`config.mk`:
```
export PLATFORM = sky130hd
export DESIGN_NAME = tc_timer
export DESIGN_NICKNAME = d
export VERILOG_FILES = /design/src/rtl/tc_timer.sv
export SDC_FILE = /design/constraint.sdc
export NUM_CORES = 1
export LEC_CHECK = 0
export BUFFER_PORTS_ARGS = -buffer_cell sky130_fd_sc_hd__buf_2
export CAP_MARGIN = 20
export CORE_MARGIN = 1
export CORE_UTILIZATION = 58
export CTS_BUF_LIST = sky130_fd_sc_hd__clkbuf_8
export DETAILED_ROUTE_END_ITERATION = 10
export PLACE_DENSITY_LB_ADDON = 0.3
export SLEW_MARGIN = 20
export SYNTH_ARGS = -nofsm -noshare
export SYNTH_HDL_FRONTEND = slang
export SYNTH_SLANG_ARGS = --single-unit
```
`constraint.sdc`:
```
create_clock -name clk -period 3 [get_ports clk]
set_clock_uncertainty 0.1 [all_clocks]
set_input_delay 0.6 -clock clk [delete_from_list [all_inputs] [get_ports clk]]
set_output_delay 0.6 -clock clk [all_outputs]
set_load 0.01 [all_outputs]
```
`src/rtl/tc_timer.sv`:
```
// rtl/tc_timer.sv - memory-mapped countdown timer with one-shot / auto-reload modes and masked irq
module tc_timer #(
    parameter int                 COUNT_W    = 32,
    parameter logic [COUNT_W-1:0] PRESET_RST = '0
) (
    input  logic        clk,
    input  logic        reset,
    input  logic [1:0]  addr,
    input  logic        we,
    input  logic [31:0] wdata,
    output logic [31:0] rdata,
    output logic        irq
);

    typedef enum logic [1:0] {
        S_IDLE = 2'd0,
        S_LOAD = 2'd1,
        S_CNT  = 2'd2,
        S_INT  = 2'd3
    } state_t;

    state_t               state_q, state_d;
    logic [3:0]           ctrl_q, ctrl_d;
    logic [COUNT_W-1:0]   preset_q, preset_d;
    logic [COUNT_W-1:0]   count_q, count_d;
    logic                 pend_q, pend_d;

    logic                 en;
    logic                 auto_reload;

    assign en          = ctrl_q[0];
    assign auto_reload = (ctrl_q[2:1] == 2'b01);

    always_ff @(posedge clk or posedge reset) begin
        if (reset) begin
            state_q  <= S_IDLE;
            ctrl_q   <= 4'h0;
            preset_q <= PRESET_RST;
            count_q  <= '0;
            pend_q   <= 1'b0;
        end else begin
            state_q  <= state_d;
            ctrl_q   <= ctrl_d;
            preset_q <= preset_d;
            count_q  <= count_d;
            pend_q   <= pend_d;
        end
    end

    // A bus write cycle freezes the FSM; only the written register changes.
    always_comb begin
        state_d  = state_q;
        ctrl_d   = ctrl_q;
        preset_d = preset_q;
        count_d  = count_q;
        pend_d   = pend_q;
        if (we) begin
            case (addr)
                2'd0: begin
                    ctrl_d = wdata[3:0];
                    pend_d = 1'b0;
                end
                2'd1:    preset_d = wdata[COUNT_W-1:0];
                default: ;
            endcase
        end else begin
            case (state_q)
                S_IDLE: begin
                    if (en) state_d = S_LOAD;
                end
                S_LOAD: begin
                    count_d = preset_q;
                    state_d = S_CNT;
                end
                S_CNT: begin
                    if (!en) begin
                        state_d = S_IDLE;
                    end else if (count_q > COUNT_W'(1)) begin
                        count_d = count_q - COUNT_W'(1);
                    end else begin
                        // Terminal count of 0 or 1 both finish here, so COUNT never wraps.
                        count_d = '0;
                        pend_d  = 1'b1;
                        state_d = S_INT;
                    end
                end
                S_INT: begin
                    if (auto_reload) begin
                        pend_d  = 1'b0;
                        state_d = S_LOAD;
                    end else begin
                        ctrl_d[0] = 1'b0;
                        state_d   = S_IDLE;
                    end
                end
                default: state_d = S_IDLE;
            endcase
        end
    end

    always_comb begin
        rdata = 32'h0;
        case (addr)
            2'd0:    rdata = {28'h0, ctrl_q};
            2'd1:    rdata = 32'(preset_q);
            2'd2:    rdata = 32'(count_q);
            default: rdata = 32'h0;
        endcase
    end

    assign irq = pend_q & ctrl_q[3];

endmodule
```
==> Word level (Yosys, flattened, before mapping) <==
Index checks and enable logic that the tools add are counted.
{ "word_totals": {"input_bits": 37, "out_inout_bits": 33, "reg_bits": 71, "wordCells": 54} }
{ "op_classes": {"bitwise_logic": 2, "mux": 19, "eq_ne": 14, "reduce_logical": 11, "magnitude_cmp": 1, "add_sub_neg": 1} }
{ "op_table": {"columns": ["operator", "n"], "rows": [
  ["case mux 32 bit (3 select lines)", 1],
  ["2-to-1 mux 32 bit", 2],
  ["case mux 32 bit (2 select lines)", 1],
  ["> comparator 32 x 1 -> 1 bit, second input constant", 1],
  ["subtractor 32 x 1 -> 32 bit, second input constant", 1],
  ["inequality test 3 bit, second input constant", 4],
  ["2-to-1 mux 1 bit", 10],
  ["AND reduction 3 bit", 3],
  ["case mux 2 bit (4 select lines)", 1],
  ["== test 2 x 1 -> 1 bit, second input constant", 3],
  ["== test 2 bit, second input constant", 3],
  ["2-to-1 mux 2 bit", 3],
  ["inequality test 2 bit, second input constant", 3],
  ["AND reduction 5 bit", 1],
  ["zero test 2 bit", 2],
  ["AND reduction 2 bit", 2],
  ["nonzero test 2 bit", 2],
  ["nonzero test 3 bit", 1],
  ["inequality test 2 x 1 -> 1 bit, second input constant", 1],
  ["case mux 1 bit (2 select lines)", 1],
  ["bitwise AND 1 bit", 1],
  ["inverter 1 bit", 1]
]} }

==> Logic depth before layout (Yosys ltp) <==
{ "logic_depth": {"depth_word": 5, "ltp_mapped": 9, "ltp_nobuf": 7} }

==> Worst setup path after synthesis <==
No wires, ideal clock.
{ "synth_path": {"path_type": "input to output", "startpoint": "input port addr[1]", "endpoint": "output port rdata[15]", "n_path_buf": 3, "path_stages": 5, "setup_slack_ps": 481, "arrival_time_ps": 1819, "required_ps": 2300, "cell_sequence": "clkbuf_1 -> nor2b_1 -> clkbuf_1 -> buf_1 -> a22o_1"} }
{ "synth_via": {"elab_chain_cells": 2, "elab_cells_between_ends": 4, "classes_between": "eq/ne (2); mux (1); reduce/logical (1)"} }
{ "synth_lines": {"columns": ["element", "line", "rtl"], "rows": [
  ["start, declared", "8", "input logic [1:0] addr,"],
  ["== test 2 bit, or another cell as far along", "103", "case (addr)"],
  ["case mux 32 bit (3 select lines) (*)", "103", null],
  ["end, declared", "11", "output logic [31:0] rdata,"]
]} }
Every way passes the cells marked *; elsewhere a longest branch is shown, timed or not.

==> Worst setup path in the final report <==
{ "layout_path": {"startpoint": "register count_q[16]", "endpoint": "register count_q[10]"} }
{ "layout_via": {"elab_chain_cells": 4} }
{ "layout_lines": {"columns": ["element", "line", "rtl"], "rows": [
  ["start, declared", "25", "logic [COUNT_W-1:0] count_q, count_d;"],
  ["start signal, assigned", "45", "count_q <= count_d;"],
  ["> comparator 32 x 1 -> 1 bit", "78", "end else if (count_q > COUNT_W'(1)) begin"],
  ["2-to-1 mux 32 bit", "78", null],
  ["2-to-1 mux 32 bit", "76", "if (!en) begin"],
  ["case mux 32 bit (2 select lines)", "67", "case (state_q)"]
]} }
Every way passes these cells. The select of a mux whose other input is x is not followed.
A chain may end at the register's enable or synchronous reset.

==> flow_summary.ini <==
[worst_setup_path]
crit_type = register to register
required_ns = 3.09
cp_cell_sequence = or4_4 > nor4_4 > a31oi_2 > buf_4 > a22oi_1 > o2bb2ai_1
worst_setup_path_start_kind = register
cp-end-kind = register
critPathMaxFanout = 14
crit_arrival_ns = 2.62
slowest_delay_ns = 0.61
crit_slowest_cell = or4_4
path_buf_inv = 1
critPathTopFamily = simple AND/OR/NAND/NOR gates

[sta]
clock.fmax_mhz = 394.4
setup_viol = 0
slew_headroom = 0.3164
drv_slew = 0
hold_viol = 0
setup_tns_ns = 0
tightest_slew_ns = 1.025
whs_ns = 0.2250
setup_ws_ns = 0.4647
period_minus_slack_ns = 2.535
finalCritPeriodShare = 0.8451
rsz0062_at_grt = no

[cts]
cts_buffers = 9
cts.sinks = 71
clk_pin_slew_ns = 0.07
cts_buffer_depth = 2
hold_buffers = 0
cts_setup_buffers = 0
clockRootBuffer = clkbuf_8
cts_tree = built
clock_latency_ns = 0.35
cts_resized = 0
htreeDepth = 3

[yosys]
syn_area_mm2 = 0.004084
syn-num-nets = 451
ys_seq_elements = 71
synth_edf_count = 0
synth-main-ff-cell = dfrtp_1
synth.distinct_cells = 54
post_synth.cell_area_avg_um2 = 9.912
synth-async-reset-ratio = 1.000
synth_cells = 412
ys_warn_count = 0
yosysSeqAreaShare = 0.4350

[layout]
fillers = 531
antennaDiodeCount = 0
drive_gt1_frac = 0.2958
layout.nets = 514
post-route-util = 0.6952
fin_cells = 576
areaGrowthSynthToFinish_pct = 15.66

[global_routing]
antenna_found_initial = 0
grt_first_pass_wirelength_um = 17110
grt_use_total = 0.2954
gr-total-overflow = 0
grt_max_degree = 72
grt_pass1_vias = 3420

[flow_run]
drv_cap = 0

[run_status]
outcome = finished clean

[floorplan]
row_count = 30
start_util = 0.6011
boundaryPins = 70
dieArea_mm2 = 0.007381
fp.dieH_um = 85.91
die-width_um = 85.91
core_area_mm2 = 0.006794

[routing]
totalWireLength_um = 10390
vias_per_cell = 6.401
ant_nets = 0
post_drt_wl_per_cell_um = 18.04
dr.pass1.iters = 5
drc = 0
drt_iter0_drc = 418
vias = 3687

[place]
hpwl_um = 6888
finalWeightedCongestion = 0.8776
dp_slack_ns = 0.5421
place.port_buffers = 69
dp_cells = 560

[pwr]
irDropWorstVdd_mv = 0.4451
p_leak_uw = 0.002090
p_per_area_mw_per_mm2 = 844.7

[hold_path]
hold_path_class = primary input to asynchronous set/reset pin
-- cell families after synthesis --
group / after synthesis / synth area share
compound gates: 133 / 0.2463
buf+inv: 53 / 0.05821
flops: 71 / 0.4350
fa+ha+maj: 2 / 0.006126
simple gates: 116 / 0.1538
mux: 37 / 0.1005
-- power by group --
part / internal, uW / switching (uW)
Sequential: 1270 / 416
Clock: 397 / 361
Combinational: 685 / 858
Total: 2360 / 1630
-- path summary, 6_finish.rpt --
check	from	endpoint	slack (ns)	cells after the start
setup / recovery	count_q[16]	count_q[10]	0.46	6
hold / removal	reset	preset_q[8]	0.22	3
setup reg to reg	count_q[16]	count_q[10]	0.46	6
hold reg to reg	ctrl_q[3]	ctrl_q[3]	0.40	2
max in group asynchronous	reset	count_q[30]	2.28	3
min in group clk	wdata[3]	ctrl_q[3]	0.36	3
-- per-layer routing --
| layer | share of wire | track usage |
|---|---|---|
| met5 | 0 | 0 |
| met4 | 0.015 | 0.1030 |
| met3 | 0.074 | 0.04812 |
| met2 | 0.47 | 0.4524 |
| met1 | 0.45 | 0.4269 |
-- sequential cells by signal, summed over array words and instances, names as in the netlist --
signal and count:
pend_q 1, preset_q 32, count_q 32, state_q 2, ctrl_q 4
-- cell usage after synthesis, types with 2 or more instances --
library cell / n / area, um2
inv_1: 18 / 67.56
nand4b_1: 2 / 17.52
buf_2: 4 / 20.02
a32oi_1: 14 / 122.6
o41ai_1: 2 / 17.52
and2_1: 3 / 18.77
nor4_1: 10 / 62.56
o311ai_0: 2 / 17.52
nand4_1: 6 / 37.54
o21ai_0: 27 / 135.1
a22oi_1: 8 / 60.06
o22ai_1: 4 / 25.02
and4_1: 2 / 17.52
mux2i_1: 5 / 50.05
nand2_1: 31 / 116.4
o2bb2ai_1: 17 / 148.9
o211ai_1: 2 / 15.01
nand2b_1: 3 / 18.77
mux2_2: 32 / 360.4
clkbuf_1: 22 / 82.58
buf_1: 5 / 18.77
a22o_1: 31 / 271.5
or4_1: 3 / 22.52
a21oi_1: 10 / 50.05
ha_1: 2 / 25.02
nor2b_1: 3 / 18.77
nand3_1: 8 / 40.04
buf_6: 3 / 33.78
nor2_1: 17 / 63.81
nor3_1: 17 / 85.08
dfrtp_1: 71 / 1777
or3_1: 2 / 12.51
and4b_1: 2 / 20.02
a31oi_1: 4 / 25.02
-- layout by cell type (no fill, tap or decap), types with 3 or more instances in the layout --
cell type / netlist / routed
dfrtp_1: 71 / 71
buf_2: 4 / 69
mux2_2: 32 / 32
nand2_1: 31 / 31
a22o_1: 31 / 31
o21ai_0: 27 / 27
inv_1: 18 / 20
nor2_1: 17 / 17
nor3_1: 17 / 17
o2bb2ai_1: 17 / 17
buf_4: 0 / 17
a32oi_1: 14 / 14
nor4_1: 10 / 10
a21oi_1: 10 / 10
clkbuf_8: 0 / 10
nand3_1: 8 / 8
a22oi_1: 8 / 8
nand4_1: 6 / 6
mux2i_1: 5 / 5
o22ai_1: 4 / 4
a31oi_1: 4 / 4
nand2b_1: 3 / 3
or4_1: 3 / 3
and2_1: 3 / 3
-- final cells by class --
type                       count  area [um2]  area share
multi-input combinational    288        2074      0.4392
sequential                    71        1777      0.3762
timing repair buffer          87       493.0      0.1044
tap                           96       120.1     0.02543
clock buffer                  10       137.6     0.02914
inverter                      18       67.56     0.01430
clock inverter                 6       53.80     0.01139
-- worst min-delay path, stage by stage --
cell and delay, ns:
buf_2 0.10, inv_2 0.06, buf_12 0.33
-- per-stage QoR --
step,total power [uW],area [um2]
6_report,3990,4723
3_5_place_dp,3203,4532
3_3_place_gp,3134,4532
2_1_floorplan,2750,4084
4_1_cts,3969,4723
5_1_grt,4235,4723
Power figures use the tool's default switching activity.
